**src/rtl/sid_bus_arbiter_pkg.sv**
```systemverilog
// Shared types for the SID write-port arbiter: bus/aux payload structs,
// arbiter state encoding and the voice-cycle window used for injections.
package sid_bus_arbiter_pkg;

    typedef logic [7:0] reg8_t;
    typedef logic [3:0] cycle_t;

    typedef struct packed {
        logic       phi2;
        logic       res;
        logic       r_w_n;
        logic [4:0] addr;
        reg8_t      data;
    } bus_i_t;

    typedef struct packed {
        logic       chip;
        logic [4:0] addr;
        reg8_t      data;
    } aux_wr_t;

    typedef enum logic {
        ARB_IDLE   = 1'b0,
        ARB_INJECT = 1'b1
    } arb_state_t;

    localparam cycle_t SLOT_START = 4'd0;
    localparam cycle_t INJ_FIRST  = 4'd1;
    localparam cycle_t INJ_LAST   = 4'd6;

    // True while voice_cycle is inside the window where an injected write is held.
    function automatic logic in_inject_window(input cycle_t vc);
        return (vc >= INJ_FIRST) && (vc <= INJ_LAST);
    endfunction

    // One-hot chip select for the addressed SID.
    function automatic logic [1:0] chip_cs(input logic chip);
        return chip ? 2'b10 : 2'b01;
    endfunction

endpackage

```
**src/rtl/sid_bus_arbiter_if.sv**
```systemverilog
// Bundle of the CPU bus, aux write handshake and arbitrated outputs.
// The master side drives the CPU/aux inputs; the arbiter is the slave.
interface sid_bus_arbiter_if;
    import sid_bus_arbiter_pkg::*;

    cycle_t      voice_cycle;
    bus_i_t      cpu_bus_i;
    logic [1:0]  cpu_cs;
    logic        aux_valid;
    logic        aux_ready;
    aux_wr_t     aux_wr;
    bus_i_t      bus_o;
    logic [1:0]  cs_o;
    logic        busy;
    logic [7:0]  preempt_cnt;

    modport master (
        output voice_cycle, cpu_bus_i, cpu_cs, aux_valid, aux_wr,
        input  aux_ready, bus_o, cs_o, busy, preempt_cnt
    );

    modport slave (
        input  voice_cycle, cpu_bus_i, cpu_cs, aux_valid, aux_wr,
        output aux_ready, bus_o, cs_o, busy, preempt_cnt
    );

endinterface

```
**src/rtl/sid_aux_fifo.sv**
```systemverilog
// Synchronous FIFO for queued aux register writes. Pushes while full and
// pops while empty are ignored; the head entry is always visible.
module sid_aux_fifo
    import sid_bus_arbiter_pkg::*;
#(
    parameter int FIFO_DEPTH = 8
) (
    input  logic    clk,
    input  logic    rst_n,
    input  logic    push,
    input  logic    pop,
    input  aux_wr_t wr_data,
    output logic    full,
    output logic    empty,
    output aux_wr_t head
);

    localparam int PW = $clog2(FIFO_DEPTH);
    localparam int CW = PW + 1;

    aux_wr_t         mem [FIFO_DEPTH];
    logic [PW-1:0]   wr_ptr;
    logic [PW-1:0]   rd_ptr;
    logic [CW-1:0]   count;
    logic            do_push;
    logic            do_pop;

    assign full    = (count == CW'(FIFO_DEPTH));
    assign empty   = (count == '0);
    assign do_push = push && !full;
    assign do_pop  = pop && !empty;
    assign head    = mem[rd_ptr];

    // Pointer and occupancy bookkeeping; pointers wrap at the power-of-two depth.
    always_ff @(posedge clk) begin
        if (!rst_n) begin
            wr_ptr <= '0;
            rd_ptr <= '0;
            count  <= '0;
        end else begin
            if (do_push) wr_ptr <= wr_ptr + 1'b1;
            if (do_pop)  rd_ptr <= rd_ptr + 1'b1;
            case ({do_push, do_pop})
                2'b10:   count <= count + 1'b1;
                2'b01:   count <= count - 1'b1;
                default: count <= count;
            endcase
        end
    end

    // Payload storage; contents are don't-care until written, so no reset.
    always_ff @(posedge clk) begin
        if (rst_n && do_push) mem[wr_ptr] <= wr_data;
    end

endmodule

```
**src/rtl/sid_bus_arbiter.sv**
```systemverilog
// Arbiter for the SID register write port. The CPU bus always wins and
// passes straight through; queued aux writes are slipped into idle voice
// slots as phi2-low writes held over voice_cycle 1..6.
//
// state      | meaning
// ARB_IDLE   | CPU passthrough, waiting for a free slot at voice_cycle 0
// ARB_INJECT | head aux write driven onto the bus unless the CPU selects
module sid_bus_arbiter
    import sid_bus_arbiter_pkg::*;
#(
    parameter int FIFO_DEPTH = 8
) (
    input logic             clk,
    input logic             rst_n,
    sid_bus_arbiter_if.slave arb
);

    arb_state_t state;
    logic [7:0] preempt_q;
    logic       fifo_full;
    logic       fifo_empty;
    logic       fifo_pop;
    aux_wr_t    head;
    logic       cpu_active;
    logic       slot_free;
    logic       in_window;
    logic       override;

    sid_aux_fifo #(
        .FIFO_DEPTH (FIFO_DEPTH)
    ) u_fifo (
        .clk     (clk),
        .rst_n   (rst_n),
        .push    (arb.aux_valid),
        .pop     (fifo_pop),
        .wr_data (arb.aux_wr),
        .full    (fifo_full),
        .empty   (fifo_empty),
        .head    (head)
    );

    assign cpu_active = |arb.cpu_cs;
    assign in_window  = in_inject_window(arb.voice_cycle);
    assign slot_free  = (arb.voice_cycle == SLOT_START) && !fifo_empty
                        && !cpu_active && !arb.cpu_bus_i.res;
    // The aux write only owns the bus while the CPU is quiet and the pipeline
    // is inside the hold window; anything else falls back to passthrough.
    assign override   = (state == ARB_INJECT) && !cpu_active && in_window;
    // Retire the head only after it has been held through the whole window.
    assign fifo_pop   = override && (arb.voice_cycle == INJ_LAST);

    // Slot FSM and saturating preemption counter.
    always_ff @(posedge clk) begin
        if (!rst_n) begin
            state     <= ARB_IDLE;
            preempt_q <= '0;
        end else begin
            case (state)
                ARB_IDLE: begin
                    if (slot_free) state <= ARB_INJECT;
                end
                ARB_INJECT: begin
                    if (cpu_active) begin
                        // Head stays queued; the retry rewrites the same value.
                        state <= ARB_IDLE;
                        if (preempt_q != 8'hFF) preempt_q <= preempt_q + 8'd1;
                    end else if (!in_window || (arb.voice_cycle == INJ_LAST)) begin
                        state <= ARB_IDLE;
                    end
                end
            endcase
        end
    end

    // Output mux: CPU passthrough unless an uncontested injection is active.
    always_comb begin
        arb.bus_o = arb.cpu_bus_i;
        arb.cs_o  = arb.cpu_cs;
        if (override) begin
            arb.bus_o.phi2  = 1'b0;
            arb.bus_o.res   = arb.cpu_bus_i.res;
            arb.bus_o.r_w_n = 1'b0;
            arb.bus_o.addr  = head.addr;
            arb.bus_o.data  = head.data;
            arb.cs_o        = chip_cs(head.chip);
        end
    end

    assign arb.aux_ready   = !fifo_full;
    assign arb.busy        = (state == ARB_INJECT);
    assign arb.preempt_cnt = preempt_q;

endmodule

```
**src/flat_wrapper.sv**
```systemverilog
// flat-port wrapper written by rule: the top's interface ports become plain ports
module sid_bus_arbiter_flat import sid_bus_arbiter_pkg::*;
#(
    parameter int FIFO_DEPTH = 8
)
  (clk, rst_n, arb_voice_cycle, arb_cpu_bus_i, arb_cpu_cs, arb_aux_valid, arb_aux_wr, arb_aux_ready, arb_bus_o, arb_cs_o, arb_busy, arb_preempt_cnt);
  sid_bus_arbiter_if arb_i ();
  input logic clk;
  input logic rst_n;
  input wire logic [$bits(arb_i.voice_cycle)-1:0] arb_voice_cycle;
  input wire logic [$bits(arb_i.cpu_bus_i)-1:0] arb_cpu_bus_i;
  input wire logic [$bits(arb_i.cpu_cs)-1:0] arb_cpu_cs;
  input wire logic [$bits(arb_i.aux_valid)-1:0] arb_aux_valid;
  input wire logic [$bits(arb_i.aux_wr)-1:0] arb_aux_wr;
  output wire logic [$bits(arb_i.aux_ready)-1:0] arb_aux_ready;
  output wire logic [$bits(arb_i.bus_o)-1:0] arb_bus_o;
  output wire logic [$bits(arb_i.cs_o)-1:0] arb_cs_o;
  output wire logic [$bits(arb_i.busy)-1:0] arb_busy;
  output wire logic [$bits(arb_i.preempt_cnt)-1:0] arb_preempt_cnt;
  assign arb_i.voice_cycle = arb_voice_cycle;
  assign arb_i.cpu_bus_i = arb_cpu_bus_i;
  assign arb_i.cpu_cs = arb_cpu_cs;
  assign arb_i.aux_valid = arb_aux_valid;
  assign arb_i.aux_wr = arb_aux_wr;
  assign arb_aux_ready = arb_i.aux_ready;
  assign arb_bus_o = arb_i.bus_o;
  assign arb_cs_o = arb_i.cs_o;
  assign arb_busy = arb_i.busy;
  assign arb_preempt_cnt = arb_i.preempt_cnt;
  sid_bus_arbiter #(.FIFO_DEPTH(FIFO_DEPTH)) u_core (.clk(clk), .rst_n(rst_n), .arb(arb_i));
endmodule
```
**config.mk**
```make
export PLATFORM = sky130hd
export DESIGN_NAME = sid_bus_arbiter_flat
export DESIGN_NICKNAME = d
export VERILOG_FILES = /design/src/rtl/sid_bus_arbiter_pkg.sv /design/src/rtl/sid_bus_arbiter_if.sv /design/src/rtl/sid_aux_fifo.sv /design/src/rtl/sid_bus_arbiter.sv /design/src/flat_wrapper.sv
export SDC_FILE = /design/constraint.sdc
export NUM_CORES = 1
export LEC_CHECK = 0
export CORE_ASPECT_RATIO = 1.1
export CORE_MARGIN = 2
export CORE_UTILIZATION = 25
export DETAILED_ROUTE_END_ITERATION = 8
export GPL_TIMING_DRIVEN = 0
export HOLD_SLACK_MARGIN = 0.03
export PLACE_DENSITY = 0.45
export SLEW_MARGIN = 10
export SYNTH_ARGS = -nofsm -noshare
export SYNTH_HDL_FRONTEND = slang
export SYNTH_SLANG_ARGS = --single-unit
```
**constraint.sdc**
```tcl
create_clock -name clk -period 6.58 [get_ports clk]
set_input_delay 1.316 -clock clk [delete_from_list [all_inputs] [get_ports clk]]
set_output_delay 1.316 -clock clk [all_outputs]
set_load 0.01 [all_outputs]
```
# ---- Word-level counts from Yosys, hierarchy flattened
# Memories as Yosys holds them, arrays and structs flattened. A register that Yosys moved wholly into a read port is not among the register bits.
# Index checks and enable logic that the tools add are counted.
dict set report totals {
  out_inout_bits 28
  reg_bits 19
  romBits 0
  ramBits 112
  wordCells 52
  memories 1
  input_bits 39
  latchBits 0
}
dict set report classes {
  n_addsub 5
  n_bitwise 1
  magnitude_cmp 2
  mul 0
  reduce_logical 21
  div 0
  n_mux 12
  n_eq_ne 5
  n_shift 0
}
# name depth width rd rd_clocked_by_memory_dff write_ports line_no
set mem_list {}
lappend mem_list {u_core.u_fifo.mem 8 14 1 1 1 sid_aux_fifo.sv:21} ;# aux_wr_t mem [FIFO_DEPTH];
# cell count
set op_table {}
lappend op_table {{2-to-1 mux 16 bit} 1}
lappend op_table {{logical AND 1 bit} 10}
lappend op_table {{adder 8 x 1 -> 8 bit, second input constant} 1}
lappend op_table {{zero test 4 bit} 2}
lappend op_table {{!= test 8 bit, second input constant} 1}
lappend op_table {{one-hot mux 4 bit (2 select lines)} 1}
lappend op_table {{adder 3 x 1 -> 3 bit, second input constant} 2}
lappend op_table {{2-to-1 mux 3 bit} 2}
lappend op_table {{zero test 1 bit} 5}
lappend op_table {{2-to-1 mux 1 bit} 5}
lappend op_table {{adder 4 x 1 -> 4 bit, second input constant} 1}
lappend op_table {{== test 4 x 3 -> 1 bit, second input constant} 1}
lappend op_table {{== test 4 bit, second input constant} 1}
lappend op_table {{>= comparator 4 x 1 -> 1 bit, second input constant} 1}
lappend op_table {{<= comparator 4 x 3 -> 1 bit, second input constant} 1}
lappend op_table {{2-to-1 mux 2 bit} 2}
lappend op_table {{subtractor 4 x 1 -> 4 bit, second input constant} 1}
lappend op_table {{AND reduction 3 bit} 1}
lappend op_table {{== test 2 x 1 -> 1 bit, second input constant} 1}
lappend op_table {{== test 2 bit, second input constant} 1}
lappend op_table {{one-hot mux 1 bit (2 select lines)} 1}
lappend op_table {{nonzero test 2 bit} 1}
lappend op_table {{OR reduction 2 bit} 1}
lappend op_table {{logical OR 1 bit} 1}
lappend op_table {{NOT 1 bit} 1}

# ---- Depth between registers and ports, before layout
# Gate-level depths: netlist (run 1).
dict set report logic_depth {
  word_depth 8
  depth_mapped 10
  mapped_depth_nobuf 10
}

# ---- By module
# From an unflattened synthesis (run 1), not the netlist that was laid out.
dict set report hier_totals {
  hier_cells 315
  area_unflattened_um2 5652.9
}
# module cells_per_inst seq_area_each_um2 n_inst area_each_um2
set modules_own_cells {}
lappend modules_own_cells {sid_aux_fifo 236 3623.5 1 4947.2}
lappend modules_own_cells {sid_bus_arbiter 79 180.2 1 705.7}

# ---- Worst setup path before layout (run 1)
# Ideal clock, no wire load.
dict set report synth_path {
  kind {input port to output port}
  start {input port arb_voice_cycle[1]}
  end {output port arb_cs_o[0]}
  path_slack_ps 3012
  n_path_buf 1
  path_stages 5
  t_required_ps 5264
  arrival_ps 2252
  path_cell_list {or3_1 nand4_1 clkbuf_2 inv_1 a21o_1}
}
dict set report synth_via {
  elab_chain_cells 4
  word_cells_on_any_way 5
  classes_between {2 x order compare; 1 x mux; 2 x reduce/logical}
}
# element line_no
set synth_lines {}
lappend synth_lines {{start: declaration} flat_wrapper.sv:10} ;# input wire logic [$bits(arb_i.voice_cycle)-1:0] arb_voice_cycle;
lappend synth_lines {{>= comparator 4 x 1 -> 1 bit or <= comparator 4 x 3 -> 1 bit (tied branches)} sid_bus_arbiter_pkg.sv:33} ;# return (vc >= INJ_FIRST) && (vc <= INJ_LAST);
lappend synth_lines {{logical AND 1 bit (*)} sid_bus_arbiter_pkg.sv:33}
lappend synth_lines {{logical AND 1 bit (*)} sid_bus_arbiter.sv:48} ;# assign override = (state == ARB_INJECT) && !cpu_active && in_window;
lappend synth_lines {{2-to-1 mux 2 bit (*)} sid_bus_arbiter.sv:79} ;# if (override) begin
lappend synth_lines {{end: declaration} flat_wrapper.sv:17} ;# output wire logic [$bits(arb_i.cs_o)-1:0] arb_cs_o;
# Every way passes the cells marked *; elsewhere a longest branch is shown, timed or not.

# ---- Final worst setup path (run 1)
dict set report layout_path {
  start {input port arb_cpu_cs[0]}
  end {output port arb_bus_o[2]}
}
dict set report layout_via {
  elab_chain_cells 5
}
# element line_no
set layout_lines {}
lappend layout_lines {{start: declaration} flat_wrapper.sv:12} ;# input wire logic [$bits(arb_i.cpu_cs)-1:0] arb_cpu_cs;
lappend layout_lines {{OR reduction 2 bit} sid_bus_arbiter.sv:42} ;# assign cpu_active = |arb.cpu_cs;
lappend layout_lines {{zero test 1 bit} sid_bus_arbiter.sv:48}
lappend layout_lines {{logical AND 1 bit (2 in a row)} sid_bus_arbiter.sv:48}
lappend layout_lines {{2-to-1 mux 16 bit} sid_bus_arbiter.sv:79}
lappend layout_lines {{end: declaration} flat_wrapper.sv:16} ;# output wire logic [$bits(arb_i.bus_o)-1:0] arb_bus_o;
# No other way between the ends.

==> run summary, run 1 <==
worst-margin pin slew -> 0.750 ns
Ports -> 67
cell chain of the critical path -> clkdlybuf4s50_1 -> nor3_2 -> nand4_1 -> clkbuf_2 -> o21ai_1 -> clkdlybuf4s50_1
post-layout total power -> 1.99 mW
Internal Power -> 1.55 mW
Final Hold Violating Endpoints -> 0
fmax -> 0.207 GHz
share of layout cells above drive strength 1 -> 21.0%
crit path DAT -> 3.50 ns
GR Overflow Total -> 0
highest metal used -> met5
final worst slack -> 1.76 ns
clock skew -> 0.00785 ns
Bufs and invs on worst path -> 3
DP HPWL -> 8940 um
I/O Buffers -> 66
final wirelength -> 12900 um
Post-synth EDFFs -> 112
DRC -> 0
DRT antenna net count -> 0
routed vias/inst -> 4.35
Simple-Gate Fraction of Synth Area -> 7.55%
final core utilization -> 33.6%
CORE AREA -> 0.0221 mm2
syn nets -> 373
outcome -> completed
via count -> 3185
die width -> 147 um
most frequent cells in the layout -> edfxtp_1 (112), clkdlybuf4s50_1 (66), nand2_1 (22), dfxtp_1 (22), mux4_2 (19)
FF-to-FF setup slack -> 4.01 ns
sw frac -> 22.1%
CP top delay family -> buffers and inverters
post_cts resized -> 0
worst setup path category -> in2out
Finish-stage setup viols -> 0
Synth Area in Compound Gates -> 4.15%
largest family of logic cells by synthesized area -> multiplexers
CP startpoint kind -> input pin
Final min period -> 4.82 ns
worst hold slack -> 0.506 ns
max_cap viols -> 0
CTS root buf -> clkbuf_16
final period utilization -> 73.3%
synth unique cells -> 51
drt wl/cell -> 17.6 um
Hold EP -> u_core.u_fifo.count[3]
Hold Buf Count CTS -> 0
Leakage -> 2.44 nW
share of power burned in combinational logic -> 4.4%
Cell Area, Synth -> 0.00564 mm2
WL met1 -> 5470 um
Avg Inst Size Synth -> 17.2 um2
post-route design area -> 0.00743 mm2
sequential fraction of the synthesis area -> 67.5%
first-pass GRT wire length -> 19900 um
die height -> 161 um
clock sink total -> 134
Post-Place Worst Slack -> 1.74 ns
DR WL met3 -> 475 um
worst-skew pair later-pin latency -> 0.42 ns
die area -> 0.0238 mm2
diode count -> 0
post-synthesis cell count -> 328
Post-CTS Repair Setup Buffers -> 0
Crit. End Element -> output pin
final net count -> 470
hold depth -> 2
Clk network pwr share -> 48.5%
Placed Area -> 0.00682 mm2
fillcell total -> 2160
DRT Pass-1 Iters -> 4
YS warnings -> 0
Tightest Hold Check Type -> reg2reg
reg2reg end -> u_core.u_fifo.count[2]
largest net degree at the start of global routing -> 17
Initial Utilization -> 25.5%
CTS H-tree depth -> 4
hold_sp -> u_core.u_fifo.count[3]
fin cells -> 733
Net Sw Power -> 0.441 mW
vias in the first global route -> 3394
R2R cell count -> 10
Adder-Cell Fraction of Synth Area -> 1.33%
Pins Over Slew Limit -> 0
xor/xnor share of the synthesized area -> 1.53%
worst-path fanout max -> 10
fraction of synthesized area in multiplexers -> 14.6%
synth-to-layout area growth -> 31.8%
Peak VDD IR -> 0.187 mV
drt initial violations -> 165
max incr delay on CP -> 0.58 ns
GRT Total Usage -> 11.4%
placed cells -> 701
PD cells -> 268 mW/mm2
initial antenna violation count -> 1
clock-pin slew on the worst setup and hold paths -> 0.06 ns
Inserted Clock Buffers -> 17
Top cell by count, worst path -> clkdlybuf4s50_1
met2 WL -> 6810 um
Relative slew margins -> 49.7%
register share of total power -> 47.1%
Max Buffers Root-to-Sink -> 2
number of synthesized register bits -> 134
main flop type after synthesis -> edfxtp_1
setup TNS -> 0 ns
cell row count -> 57
Post-synth ARST share -> 0%
GP Congestion -> 0.695
Worst path slowest cell -> clkdlybuf4s50_1
commonest non-fill, non-tap cell in the layout -> edfxtp_1
RR Startpoint -> u_core.u_fifo.count[0]
RSZ-0062 raised after global routing -> false
CTS tree -> built
WP data required -> 5.26 ns
routing by layer:
metal  global-route usage [%]  vias up
li1                         -     1500
met1                     13.3     1600
met2                     20.4       63
met3                     2.88       20
met4                     4.06        2
met5                        0        -
power groups by stage:
stage | Clock [mW] | Combinational (mW) | Sequential (mW)
CTS | 0.987 | 0.0901 | 0.938
global placement | 0 | 0.0844 | 0.956
floorplan | 0 | 0.0327 | 0.955
global route | 1.02 | 0.0977 | 0.939
finish | 0.966 | 0.0885 | 0.938
detailed placement | 0 | 0.0895 | 0.957
registers in the layout, summed over array words and instances (netlist names), named ones only:
name / flops
u_core.u_fifo.mem: 112
u_core.u_fifo.wr_ptr: 3
u_core.arb.preempt_cnt: 8
u_core.u_fifo.count: 4
u_core.u_fifo.rd_ptr: 3
u_core.arb.busy: 1
worst min-delay path, stage by stage, from the launching register on:
cell and delay [ns]:
dfxtp_1 0.34, nand2_1 0.07, mux2i_1 0.06
final cells by class:
| cell class | count | area [um2] | share of cell area [%] |
|---|---|---|---|
| Sequential cell | 134 | 3800 | 51.2 |
| Clock inverter | 15 | 183 | 2.46 |
| Inverter | 4 | 15.0 | 0.202 |
| Multi-Input combinational cell | 175 | 1680 | 22.7 |
| Buffer | 15 | 171 | 2.31 |
| Clock buffer | 17 | 425 | 5.73 |
| Timing Repair Buffer | 78 | 777 | 10.5 |
| Tap cell | 295 | 369 | 4.97 |
cells in the mapped netlist, types with 2 or more instances:
| cell type | count | area share [%] |
|---|---|---|
| or3_1 | 6 | 0.67 |
| and2_1 | 4 | 0.44 |
| mux4_1 | 9 | 4.2 |
| nor2_1 | 11 | 0.73 |
| edfxtp_1 | 112 | 60 |
| dfxtp_1 | 22 | 7.8 |
| nor3_1 | 6 | 0.53 |
| o21a_1 | 3 | 0.40 |
| mux4_2 | 19 | 7.6 |
| o21ai_0 | 6 | 0.53 |
| nand4_1 | 3 | 0.33 |
| nor4_1 | 3 | 0.33 |
| buf_6 | 3 | 0.60 |
| ha_1 | 6 | 1.3 |
| clkbuf_8 | 4 | 0.98 |
| inv_1 | 4 | 0.27 |
| buf_12 | 2 | 0.71 |
| a21oi_1 | 6 | 0.53 |
| mux2i_1 | 16 | 2.8 |
| o21ai_1 | 13 | 1.2 |
| buf_4 | 2 | 0.27 |
| clkbuf_1 | 2 | 0.13 |
| nor2b_1 | 3 | 0.33 |
| xor2_1 | 7 | 1.1 |
| nand2_1 | 22 | 1.5 |
| nand3_1 | 8 | 0.71 |
| and3_1 | 2 | 0.22 |
logic make-up after synthesis:
family,after synthesis
xor+xnor,9
flops,134
buf+inv,19
fa+ha+maj,6
compound gates,39
simple gates,77
mux,44
worst max path at each step:
stage | from | to | slack (ns) | depth (start not counted)
2_1_floorplan | arb_voice_cycle[1] | arb_cs_o[0] | 3.01 | 5
3_5_place_dp | arb_cpu_cs[0] | arb_bus_o[2] | 1.74 | 6
4_1_cts | arb_cpu_cs[0] | arb_bus_o[2] | 1.73 | 6
3_3_place_gp | rst_n | u_core.u_fifo.mem[1][7] | 0.78 | 4
6_report | arb_cpu_cs[0] | arb_bus_o[2] | 1.76 | 6
5_1_grt | arb_cpu_cs[0] | arb_bus_o[2] | 1.57 | 6
Note: power is estimated with default switching activity, not from simulation.
==> run 2, diff against run 1 <==
Settings changed: PLACE_DENSITY 0.45 to 0.46.
Clock period 6.58 ns to 4.1 ns, I/O delays scaled along.
==> run 2 against run 1 <==
Flip-flop and latch count unchanged. Clock power increased by 46%. Worst setup slack got worse by 1.5 ns. Via count increased by 0.82%. Non-clock buffer count increased by 3. Clock skew increased by 0.00071 ns. Die area unchanged. Clock-buffer cell count unchanged. Combinational power increased by 62%.
==> run summary, run 2 (same netlist as run 1, synthesis figures left out) <==
final period utilization -> 92.7%
final net count -> 473
Post-Place Worst Slack -> 0.317 ns
DRT Pass-1 Iters -> 5
routed vias/inst -> 4.36
share of power burned in combinational logic -> 4.7%
drt initial violations -> 188
Net Sw Power -> 0.651 mW
crit path DAT -> 2.98 ns
die height -> 161 um
Hold Buf Count CTS -> 0
Leakage -> 2.43 nW
number of flip-flops in the largest register -> 112
Post-CTS Repair Setup Buffers -> 0
WP data required -> 3.28 ns
clock-pin slew on the worst setup and hold paths -> 0.06 ns
largest net degree at the start of global routing -> 17
Reg with most FFs -> u_core.u_fifo.mem
Internal Power -> 2.40 mW
Ports -> 67
share of layout cells above drive strength 1 -> 21.1%
sw frac -> 21.3%
GRT Total Usage -> 11.2%
worst-skew pair later-pin latency -> 0.42 ns
worst hold slack -> 0.491 ns
Finish-stage setup viols -> 0
first-pass GRT wire length -> 19500 um
drt wl/cell -> 17.1 um
final worst slack -> 0.300 ns
RSZ-0062 raised after global routing -> false
Final Hold Violating Endpoints -> 0
worst-path fanout max -> 10
worst setup path category -> in2out
synth-to-layout area growth -> 31.3%
Peak VDD IR -> 0.281 mV
DRT antenna net count -> 0
DRC -> 0
CTS root buf -> clkbuf_16
Relative slew margins -> 52.0%
setup TNS -> 0 ns
cell row count -> 57
M1 GR Usage -> 13.9%
commonest non-fill, non-tap cell in the layout -> edfxtp_1
clock sink total -> 134
clock skew -> 0.00857 ns
GR Overflow Total -> 0
register share of total power -> 49.3%
fmax -> 0.263 GHz
Tightest Hold Check Type -> reg2reg
I/O Buffers -> 66
CTS H-tree depth -> 4
GP Congestion -> 0.738
PD cells -> 413 mW/mm2
initial antenna violation count -> 0
outcome -> completed
die width -> 147 um
worst-margin pin slew -> 0.713 ns
Inserted Clock Buffers -> 17
DP HPWL -> 8970 um
post_cts resized -> 0
Initial Utilization -> 25.5%
Clk network pwr share -> 46.0%
final wirelength -> 12600 um
Crit. End Element -> output pin
die area -> 0.0238 mm2
diode count -> 0
Max Buffers Root-to-Sink -> 2
most frequent cells in the layout -> edfxtp_1 (112), clkdlybuf4s50_1 (66), nand2_1 (22), dfxtp_1 (22), mux4_2 (19)
CORE AREA -> 0.0221 mm2
grt met2 use -> 18.9%
Pins Over Slew Limit -> 0
Top Usage Layer GRT -> met2
CTS tree -> built
vias in the first global route -> 3346
GRT met3 Usage -> 2.91%
via count -> 3211
Final min period -> 3.80 ns
CP startpoint kind -> input pin
max_cap viols -> 0
==> run 2: final cells by class <==
type / count / area, um2
repair buffers: 81 / 803
flip-flops and latches: 134 / 3800
well taps: 295 / 369
multi-input cells: 175 / 1680
fillers: 2210 / 14700
clock buffers: 17 / 425
clock inverters: 15 / 130
plain buffers: 15 / 171
inverters: 4 / 15.0
==> run 2: critical path, stage by stage <==
cell and delay (ns):
clkdlybuf4s50_1 0.47, nor3_2 0.29, nand4_1 0.22, clkbuf_2 0.35
o21ai_1 0.26, clkdlybuf4s50_1 0.56
==> run 2: power by group through the flow <==
stage / combinational [mW] / sequential, mW / clock (mW)
final: 0.143 / 1.51 / 1.41
after CTS: 0.148 / 1.51 / 1.45
after detailed placement: 0.147 / 1.53 / 0
after global placement: 0.136 / 1.53 / 0
after floorplan: 0.0525 / 1.53 / 0
after global routing: 0.159 / 1.51 / 1.50
==> run 2: worst paths after layout <==
kind                       endpoint  slack (ns)  cells after the start                     from
max                    arb_bus_o[6]        0.30                      6            arb_cpu_cs[0]
min                        register        0.49                      2  u_core.u_fifo.rd_ptr[2]
max reg2reg  u_core.u_fifo.count[2]        1.52                     10   u_core.u_fifo.count[0]
min reg2reg                register        0.49                      2  u_core.u_fifo.rd_ptr[2]
==> run 2: layer usage <==
layer  vias up  share of wire [%]  wire, um
li1       1514                  -         -
met1      1599                 41      5230
met2        87                 52      6510
met3        11                6.0       754
met4         0                1.0       126
met5         -                  0         0
==> run 2: metrics by stage <==
stage | power, mW | instance area [um2] | utilization, % | std cells
2_1_floorplan | 1.58 | 5640 | - | 328
3_3_place_gp | 1.67 | 6670 | 30.1 | 689
3_5_place_dp | 1.68 | 6850 | 31.0 | 704
4_1_cts | 3.10 | 7400 | 33.5 | 736
5_1_grt | 3.17 | 7400 | 33.5 | 736
6_report | 3.06 | 7400 | 33.5 | 736
==> run 3, diff against run 2 <==
Settings changed: CTS_CLUSTER_SIZE from default to 25, SKIP_CTS_REPAIR_TIMING from default to 1.
==> results of run 3 <==
No change in the layout: final DEF, timing and power equal those of run 2.
